File: src/rtl/tune_sequencer_if.sv
// Signal bundle between the tune sequencer, its button pulses, the note ROM and the tone generator.
// master: the sequencer side; slave: the surrounding environment.
interface tune_sequencer_if;
    logic       toggle;
    logic       stop;
    logic       loop;
    logic [7:0] rom_addr;
    logic [7:0] rom_note;
    logic [5:0] note_out;
    logic       tone_en;
    logic       playing;
    logic       paused;
    logic       done;

    modport master (
        input  toggle, stop, loop, rom_note,
        output rom_addr, note_out, tone_en, playing, paused, done
    );

    modport slave (
        output toggle, stop, loop, rom_note,
        input  rom_addr, note_out, tone_en, playing, paused, done
    );
endinterface

File: src/rtl/tune_sequencer.sv
// Steps a registered note ROM through a song slot by slot, with start/pause/resume/stop control.
// Song repeat on `loop` is compiled in only when TUNE_SEQ_LOOP_EN is defined.
module tune_sequencer #(
    parameter int unsigned SLOT_CYC = 4194304,
    parameter int unsigned GAP_CYC  = 262144,
    parameter int unsigned SONG_LEN = 241
) (
    input  logic                    clk,
    input  logic                    rst,
    tune_sequencer_if.master        bus
);
    localparam int unsigned     CntW     = (SLOT_CYC > 1) ? $clog2(SLOT_CYC) : 1;
    localparam logic [CntW-1:0] SlotLast = CntW'(SLOT_CYC - 1);
    localparam logic [CntW-1:0] GapCnt   = CntW'(GAP_CYC);
    localparam logic [7:0]      AddrLast = 8'(SONG_LEN - 1);

    typedef enum logic [2:0] {StIdle, StFetch, StLoad, StPlay, StPause} state_e;

    state_e          state_q, state_d;
    logic [CntW-1:0] cnt_q, cnt_d;
    logic [7:0]      addr_q, addr_d;
    logic [5:0]      note_q, note_d;
    logic            pend_q, pend_d;
    logic            tone_q, tone_d;
    logic            done_c;
    logic            loop_c;

    logic unused_rom_hi;
    assign unused_rom_hi = ^bus.rom_note[7:6];

`ifdef TUNE_SEQ_LOOP_EN
    assign loop_c = bus.loop;
`else
    logic unused_loop;
    assign unused_loop = bus.loop;
    assign loop_c      = 1'b0;
`endif

    always_comb begin
        state_d = state_q;
        cnt_d   = cnt_q;
        addr_d  = addr_q;
        note_d  = note_q;
        pend_d  = pend_q;
        done_c  = 1'b0;

        case (state_q)
            StIdle: begin
                if (bus.toggle && !bus.stop) begin
                    state_d = StFetch;
                    addr_d  = '0;
                end
            end
            StFetch: begin
                state_d = StLoad;
                if (bus.toggle) pend_d = 1'b1;
            end
            StLoad: begin
                state_d = StPlay;
                note_d  = bus.rom_note[5:0];
                cnt_d   = '0;
                if (bus.toggle) pend_d = 1'b1;
            end
            StPlay: begin
                // A pause request takes precedence over slot completion; the count stays put.
                if (pend_q || bus.toggle) begin
                    state_d = StPause;
                    pend_d  = 1'b0;
                end else if (cnt_q == SlotLast) begin
                    cnt_d = '0;
                    if (addr_q != AddrLast) begin
                        addr_d  = addr_q + 8'd1;
                        state_d = StFetch;
                    end else begin
                        done_c = 1'b1;
                        addr_d = '0;
                        if (loop_c) begin
                            state_d = StFetch;
                        end else begin
                            state_d = StIdle;
                            note_d  = '0;
                        end
                    end
                end else begin
                    cnt_d = cnt_q + 1'b1;
                end
            end
            StPause: begin
                if (bus.toggle) state_d = StPlay;
            end
            default: state_d = StIdle;
        endcase

        if (bus.stop && (state_q != StIdle)) begin
            state_d = StIdle;
            cnt_d   = '0;
            addr_d  = '0;
            note_d  = '0;
            pend_d  = 1'b0;
            done_c  = 1'b0;
        end

        // Gate on the next state too, so the tone drops in the very cycle PLAY is left.
        tone_d = (state_q == StPlay) && (state_d == StPlay) && (note_q != 6'd0) &&
                 (cnt_q >= GapCnt);
    end

    always_ff @(posedge clk) begin
        if (rst) begin
            state_q <= StIdle;
            cnt_q   <= '0;
            addr_q  <= '0;
            note_q  <= '0;
            pend_q  <= 1'b0;
            tone_q  <= 1'b0;
        end else begin
            state_q <= state_d;
            cnt_q   <= cnt_d;
            addr_q  <= addr_d;
            note_q  <= note_d;
            pend_q  <= pend_d;
            tone_q  <= tone_d;
        end
    end

    assign bus.rom_addr = addr_q;
    assign bus.note_out = note_q;
    assign bus.tone_en  = tone_q;
    assign bus.playing  = (state_q == StFetch) || (state_q == StLoad) || (state_q == StPlay);
    assign bus.paused   = (state_q == StPause);
    assign bus.done     = done_c;
endmodule

File: src/flat_wrapper.sv
// flat-port wrapper written by rule: the top's interface ports become plain ports
module tune_sequencer_flat 
#(
    parameter int unsigned SLOT_CYC = 4194304,
    parameter int unsigned GAP_CYC  = 262144,
    parameter int unsigned SONG_LEN = 241
)
  (clk, rst, bus_toggle, bus_stop, bus_loop, bus_rom_note, bus_rom_addr, bus_note_out, bus_tone_en, bus_playing, bus_paused, bus_done);
  tune_sequencer_if bus_i ();
  input  logic clk;
  input  logic rst;
  input wire logic [$bits(bus_i.toggle)-1:0] bus_toggle;
  input wire logic [$bits(bus_i.stop)-1:0] bus_stop;
  input wire logic [$bits(bus_i.loop)-1:0] bus_loop;
  input wire logic [$bits(bus_i.rom_note)-1:0] bus_rom_note;
  output wire logic [$bits(bus_i.rom_addr)-1:0] bus_rom_addr;
  output wire logic [$bits(bus_i.note_out)-1:0] bus_note_out;
  output wire logic [$bits(bus_i.tone_en)-1:0] bus_tone_en;
  output wire logic [$bits(bus_i.playing)-1:0] bus_playing;
  output wire logic [$bits(bus_i.paused)-1:0] bus_paused;
  output wire logic [$bits(bus_i.done)-1:0] bus_done;
  assign bus_i.toggle = bus_toggle;
  assign bus_i.stop = bus_stop;
  assign bus_i.loop = bus_loop;
  assign bus_i.rom_note = bus_rom_note;
  assign bus_rom_addr = bus_i.rom_addr;
  assign bus_note_out = bus_i.note_out;
  assign bus_tone_en = bus_i.tone_en;
  assign bus_playing = bus_i.playing;
  assign bus_paused = bus_i.paused;
  assign bus_done = bus_i.done;
  tune_sequencer #(.SLOT_CYC(SLOT_CYC), .GAP_CYC(GAP_CYC), .SONG_LEN(SONG_LEN)) u_core (.clk(clk), .rst(rst), .bus(bus_i));
endmodule
File: config.mk
export PLATFORM = sky130hd
export DESIGN_NAME = tune_sequencer_flat
export DESIGN_NICKNAME = d
export VERILOG_FILES = /design/src/rtl/tune_sequencer_if.sv /design/src/rtl/tune_sequencer.sv /design/src/flat_wrapper.sv
export SDC_FILE = /design/constraint.sdc
export NUM_CORES = 1
export LEC_CHECK = 0
export CAP_MARGIN = 0
export CORE_ASPECT_RATIO = 1.4
export CORE_MARGIN = 5
export CORE_UTILIZATION = 40
export CTS_CLUSTER_DIAMETER = 50
export DETAILED_ROUTE_END_ITERATION = 12
export MAX_ROUTING_LAYER = met4
export PLACE_DENSITY = 0.65
export RECOVER_POWER = 50
export SLEW_MARGIN = 10
export SYNTH_ARGS = -nofsm -noshare
export SYNTH_HDL_FRONTEND = slang
export SYNTH_SLANG_ARGS = --single-unit
File: constraint.sdc
create_clock -name clk -period 4.3 [get_ports clk]
set_input_delay 0.86 -clock clk [delete_from_list [all_inputs] [get_ports clk]]
set_output_delay 0.86 -clock clk [all_outputs]
set_load 0.05 [all_outputs]
==> metrics.txt <==
Via density=5.711; number of unique standard cell types used by synthesis=54; maximum fanout encountered on the critical timing path=8; final worst-path cycle share=87.50%; WP data arrival=2.90 ns; clock tree from TritonCTS=yes; Placement Rows=31; Max stage delay cell, worst path=sky130_fd_sc_hd__clkdlybuf4s50_1; Min-Delay Path Class=reg -> reg; switching power summed over all nets=0.0002313 W; clock buffer count from CTS=5; final hold viol count=0; internal power contribution=0.0005659 W; Pins Over Slew Limit=0; post-CTS sizing=0; number of antenna violations at the first check in global routing=0; final antenna-violating net count=0; family of cells with the greatest summed delay on the critical path=buffers and inverters; sequential area share after synthesis=38.07%; number of cell instances on the worst register-to-register path=6; NumNets Final=301; stages on the worst setup path=5; Chip Width=72.05 µm; biggest area consumer among synthesized cells=sky130_fd_sc_hd__dfxtp_1; kind of end point of the critical path=output port; number of inserted diodes=0; part of the total power dissipated in combinational logic=17.4%; headroom to the max-slew limit=33.42%; clock share of power=31.8%; effective utilization at floorplan=41.48%; pin count of the biggest net entering global routing=18; wire length of the first global-routing pass=8880 µm; Worst Skew=0.006632 ns; start of the worst register-to-register path=u_core.cnt_q[0]; setup repair after global routing missed its margin=no; leakage power of the design=0.8851 nW; Post-Route Setup TNS=0 ns; Async SR Flop Fraction=0%; drt initial violations=110; Mean Syn Cell Area=8.421 µm²; Ys Warns=0; sinks on the clock net=41; Post-CTS Hold Fix Bufs=0; Crit path buffers/inverters=2; maximum clock rate=0.2658 GHz; Root Buffer=sky130_fd_sc_hd__clkbuf_8; Hold Crit Depth=1; reported max-cap violation count=0; Synth Net Count=273; H-Tree Level Count=2; flip-flop and latch count after synthesis=41; time the final worst path needs with I/O delays and setup=3.763 ns; total I/O pin count=31; core footprint=0.005197 mm²; mean routed wirelength per cell=14.06 µm; number of buffers on the longest clock path=2; number of fillers in the final layout=526; floorplan die area=0.006979 mm²; primary flip-flop cell chosen by synthesis mapping=sky130_fd_sc_hd__dfxtp_1; post-layout util=49.40%; post-CTS setup buffer count=0; Finish-stage setup viols=0; cells traversed along the worst timing path=dlygate4sd3_1, nor2_1, nand2_1, nor3_1, clkdlybuf4s50_1; largest cells by area after synthesis=sky130_fd_sc_hd__dfxtp_1, sky130_fd_sc_hd__xnor2_1, sky130_fd_sc_hd__nor2_1; last weighted congestion value of the routability-driven placer=0.7691; Detailed Place HPWL=3628 µm; switching part of the total=29.02%; Crit path largest cell delay=0.83 ns; Peak VDD IR=0.1489 mV; CTS clock-pin slew for the worst setup and hold paths=0.08 ns; Total GRT Usage=15.62%; worst setup path class=in -> out; start point of the critical path=bus_toggle; WP data required=3.44 ns; actual slew at the worst max-slew pin=0.9896 ns; share of post-route cells with drive strength above 1=6.338%; fraction of power consumed by sequential logic=50.7%; Die H=96.87 µm; via count of the first global-routing pass=1892; result of the run=completed; pwr dens=310.5 mW/mm²; count of mapped cells out of synthesis=256; wirelength, routed=4921 µm; total via count after detailed routing=1999; final total power=0.0007972 W; Syn-to-layout area delta=19.09%; number of enable flip-flop cells after synthesis=0; number of buffers added on ports=27; router iterations before antenna repair=4; summed instance area of the synthesized netlist=0.002156 mm²; Worst-Skew Late Latency=0.29 ns; GR Overflow Total=0; Yosys top cell area share=38.07%; DRC violation count after routing=0; critical path launch point type=primary input; hold_sp=u_core.bus.rom_addr[6]
per-layer routing:
layer,wire (µm),part of all wire [%],vias up,track usage (%)
met2,2464,50,41,25.42
met3,186,3.8,8,3.423
met1,2200,45,939,18.67
met4,70,1.4,0,5.644
met5,0,0,-,-
li1,-,-,1011,-
worst paths after layout:
kind / slack (ns) / endpoint
hold reg to reg: 0.49 / u_core.bus.rom_addr[6]
setup / recovery: 0.54 / bus_done
hold / removal: 0.49 / u_core.bus.rom_addr[6]
setup reg to reg: 1.78 / u_core.cnt_q[6]
layout make-up:
| cell class | count | area [µm²] | share of cell area (%) |
|---|---|---|---|
| timing repair buffer | 29 | 285.3 | 11.11 |
| sequential | 41 | 820.8 | 31.97 |
| inverter | 12 | 45.04 | 1.754 |
| clock buffer | 7 | 86.33 | 3.363 |
| tap | 66 | 82.58 | 3.216 |
| multi-input combinational | 195 | 1247 | 48.59 |
sequential cells by signal, indices dropped and copies added, names as in the netlist:
register             count
u_core.bus.tone_en       1
u_core.state_q           3
u_core.bus.rom_addr      8
u_core.cnt_q            22
u_core.bus.note_out      6
u_core.pend_q            1
power by group through the flow:
| stage | Combinational (W) | Sequential, W | Clock [W] |
|---|---|---|---|
| CTS | 0.000144 | 0.000405 | 0.000262 |
| global placement | 0.000144 | 0.000413 | 0 |
| global route | 0.000153 | 0.000407 | 0.000270 |
| floorplan | 0.0000886 | 0.000422 | 0 |
| finish | 0.000139 | 0.000404 | 0.000254 |
| detailed placement | 0.000144 | 0.000413 | 0 |
through the flow:
step	std cells	area, µm²	hold slack, ns	setup WS [ns]
after floorplan	256	2156	0.4840	0.9780
after global placement	343	2491	0.4721	0.6188
after detailed placement	343	2491	0.4740	0.6293
after CTS	350	2577	0.4919	0.6235
after global routing	350	2567	0.5125	0.4188
final	350	2567	0.4933	0.5374
layout by cell type (no fill, tap or decap), types with 2 or more instances in the layout:
master                             n
sky130_fd_sc_hd__a21oi_1          13
sky130_fd_sc_hd__a22o_1            6
sky130_fd_sc_hd__a31o_2            2
sky130_fd_sc_hd__a31oi_1           9
sky130_fd_sc_hd__and2_1            3
sky130_fd_sc_hd__and3_1            5
sky130_fd_sc_hd__and4_1            2
sky130_fd_sc_hd__buf_4             2
sky130_fd_sc_hd__clkbuf_8          6
sky130_fd_sc_hd__clkdlybuf4s50_1  10
sky130_fd_sc_hd__dfxtp_1          41
sky130_fd_sc_hd__dlygate4sd3_1    17
sky130_fd_sc_hd__ha_1              4
sky130_fd_sc_hd__inv_1            12
sky130_fd_sc_hd__nand2_1          14
sky130_fd_sc_hd__nand2b_1          3
sky130_fd_sc_hd__nand3_1          15
sky130_fd_sc_hd__nand4_1           6
sky130_fd_sc_hd__nor2_1           30
sky130_fd_sc_hd__nor3_1           10
sky130_fd_sc_hd__nor4_1           11
sky130_fd_sc_hd__nor4b_1           2
sky130_fd_sc_hd__o211ai_1          3
sky130_fd_sc_hd__o21ai_0          10
sky130_fd_sc_hd__or3_1             2
sky130_fd_sc_hd__or4_1             2
sky130_fd_sc_hd__xnor2_1          14
sky130_fd_sc_hd__xor2_1            3
worst register-to-register path, stage by stage, from the launching register on:
cell and delay (ns):
sky130_fd_sc_hd__dfxtp_1 0.41, sky130_fd_sc_hd__ha_1 0.21, sky130_fd_sc_hd__nand3_1 0.33, sky130_fd_sc_hd__nor3_1 0.43
sky130_fd_sc_hd__a21oi_1 0.27, sky130_fd_sc_hd__o21ai_2 0.62, sky130_fd_sc_hd__nor2_1 0.12
cells in the mapped netlist (2+ instances only):
cell                        n
sky130_fd_sc_hd__clkbuf_1   6
sky130_fd_sc_hd__and3_1     5
sky130_fd_sc_hd__a31oi_1    9
sky130_fd_sc_hd__nand2b_1   3
sky130_fd_sc_hd__or4_1      2
sky130_fd_sc_hd__nor4b_1    2
sky130_fd_sc_hd__ha_1       4
sky130_fd_sc_hd__nor4_1    10
sky130_fd_sc_hd__o211ai_1   3
sky130_fd_sc_hd__nand3_1   15
sky130_fd_sc_hd__xnor2_1   14
sky130_fd_sc_hd__nor3_1    10
sky130_fd_sc_hd__a31o_2     2
sky130_fd_sc_hd__a21oi_1   12
sky130_fd_sc_hd__or3_1      2
sky130_fd_sc_hd__and4_1     2
sky130_fd_sc_hd__nand2_1   14
sky130_fd_sc_hd__and2_1     3
sky130_fd_sc_hd__buf_2      2
sky130_fd_sc_hd__nor2_1    30
sky130_fd_sc_hd__o21ai_0   10
sky130_fd_sc_hd__xor2_1     3
sky130_fd_sc_hd__inv_1     12
sky130_fd_sc_hd__a22o_1     6
sky130_fd_sc_hd__dfxtp_1   41
sky130_fd_sc_hd__nand4_1    6
kinds of logic (layout without fill, tap and decap cells):
group / after synthesis / count (layout) / share of synthesized area (%)
AO/OA/AOI/OAI: 55 / 55 / 17.01
XOR/XNOR: 17 / 17 / 6.907
adder cells (fa/ha/maj): 4 / 4 / 2.322
buffers and inverters: 20 / 48 / 3.598
flip-flops: 41 / 41 / 38.07
AND/OR/NAND/NOR: 119 / 119 / 32.10
No activity file was read; power rests on OpenSTA's default activity.
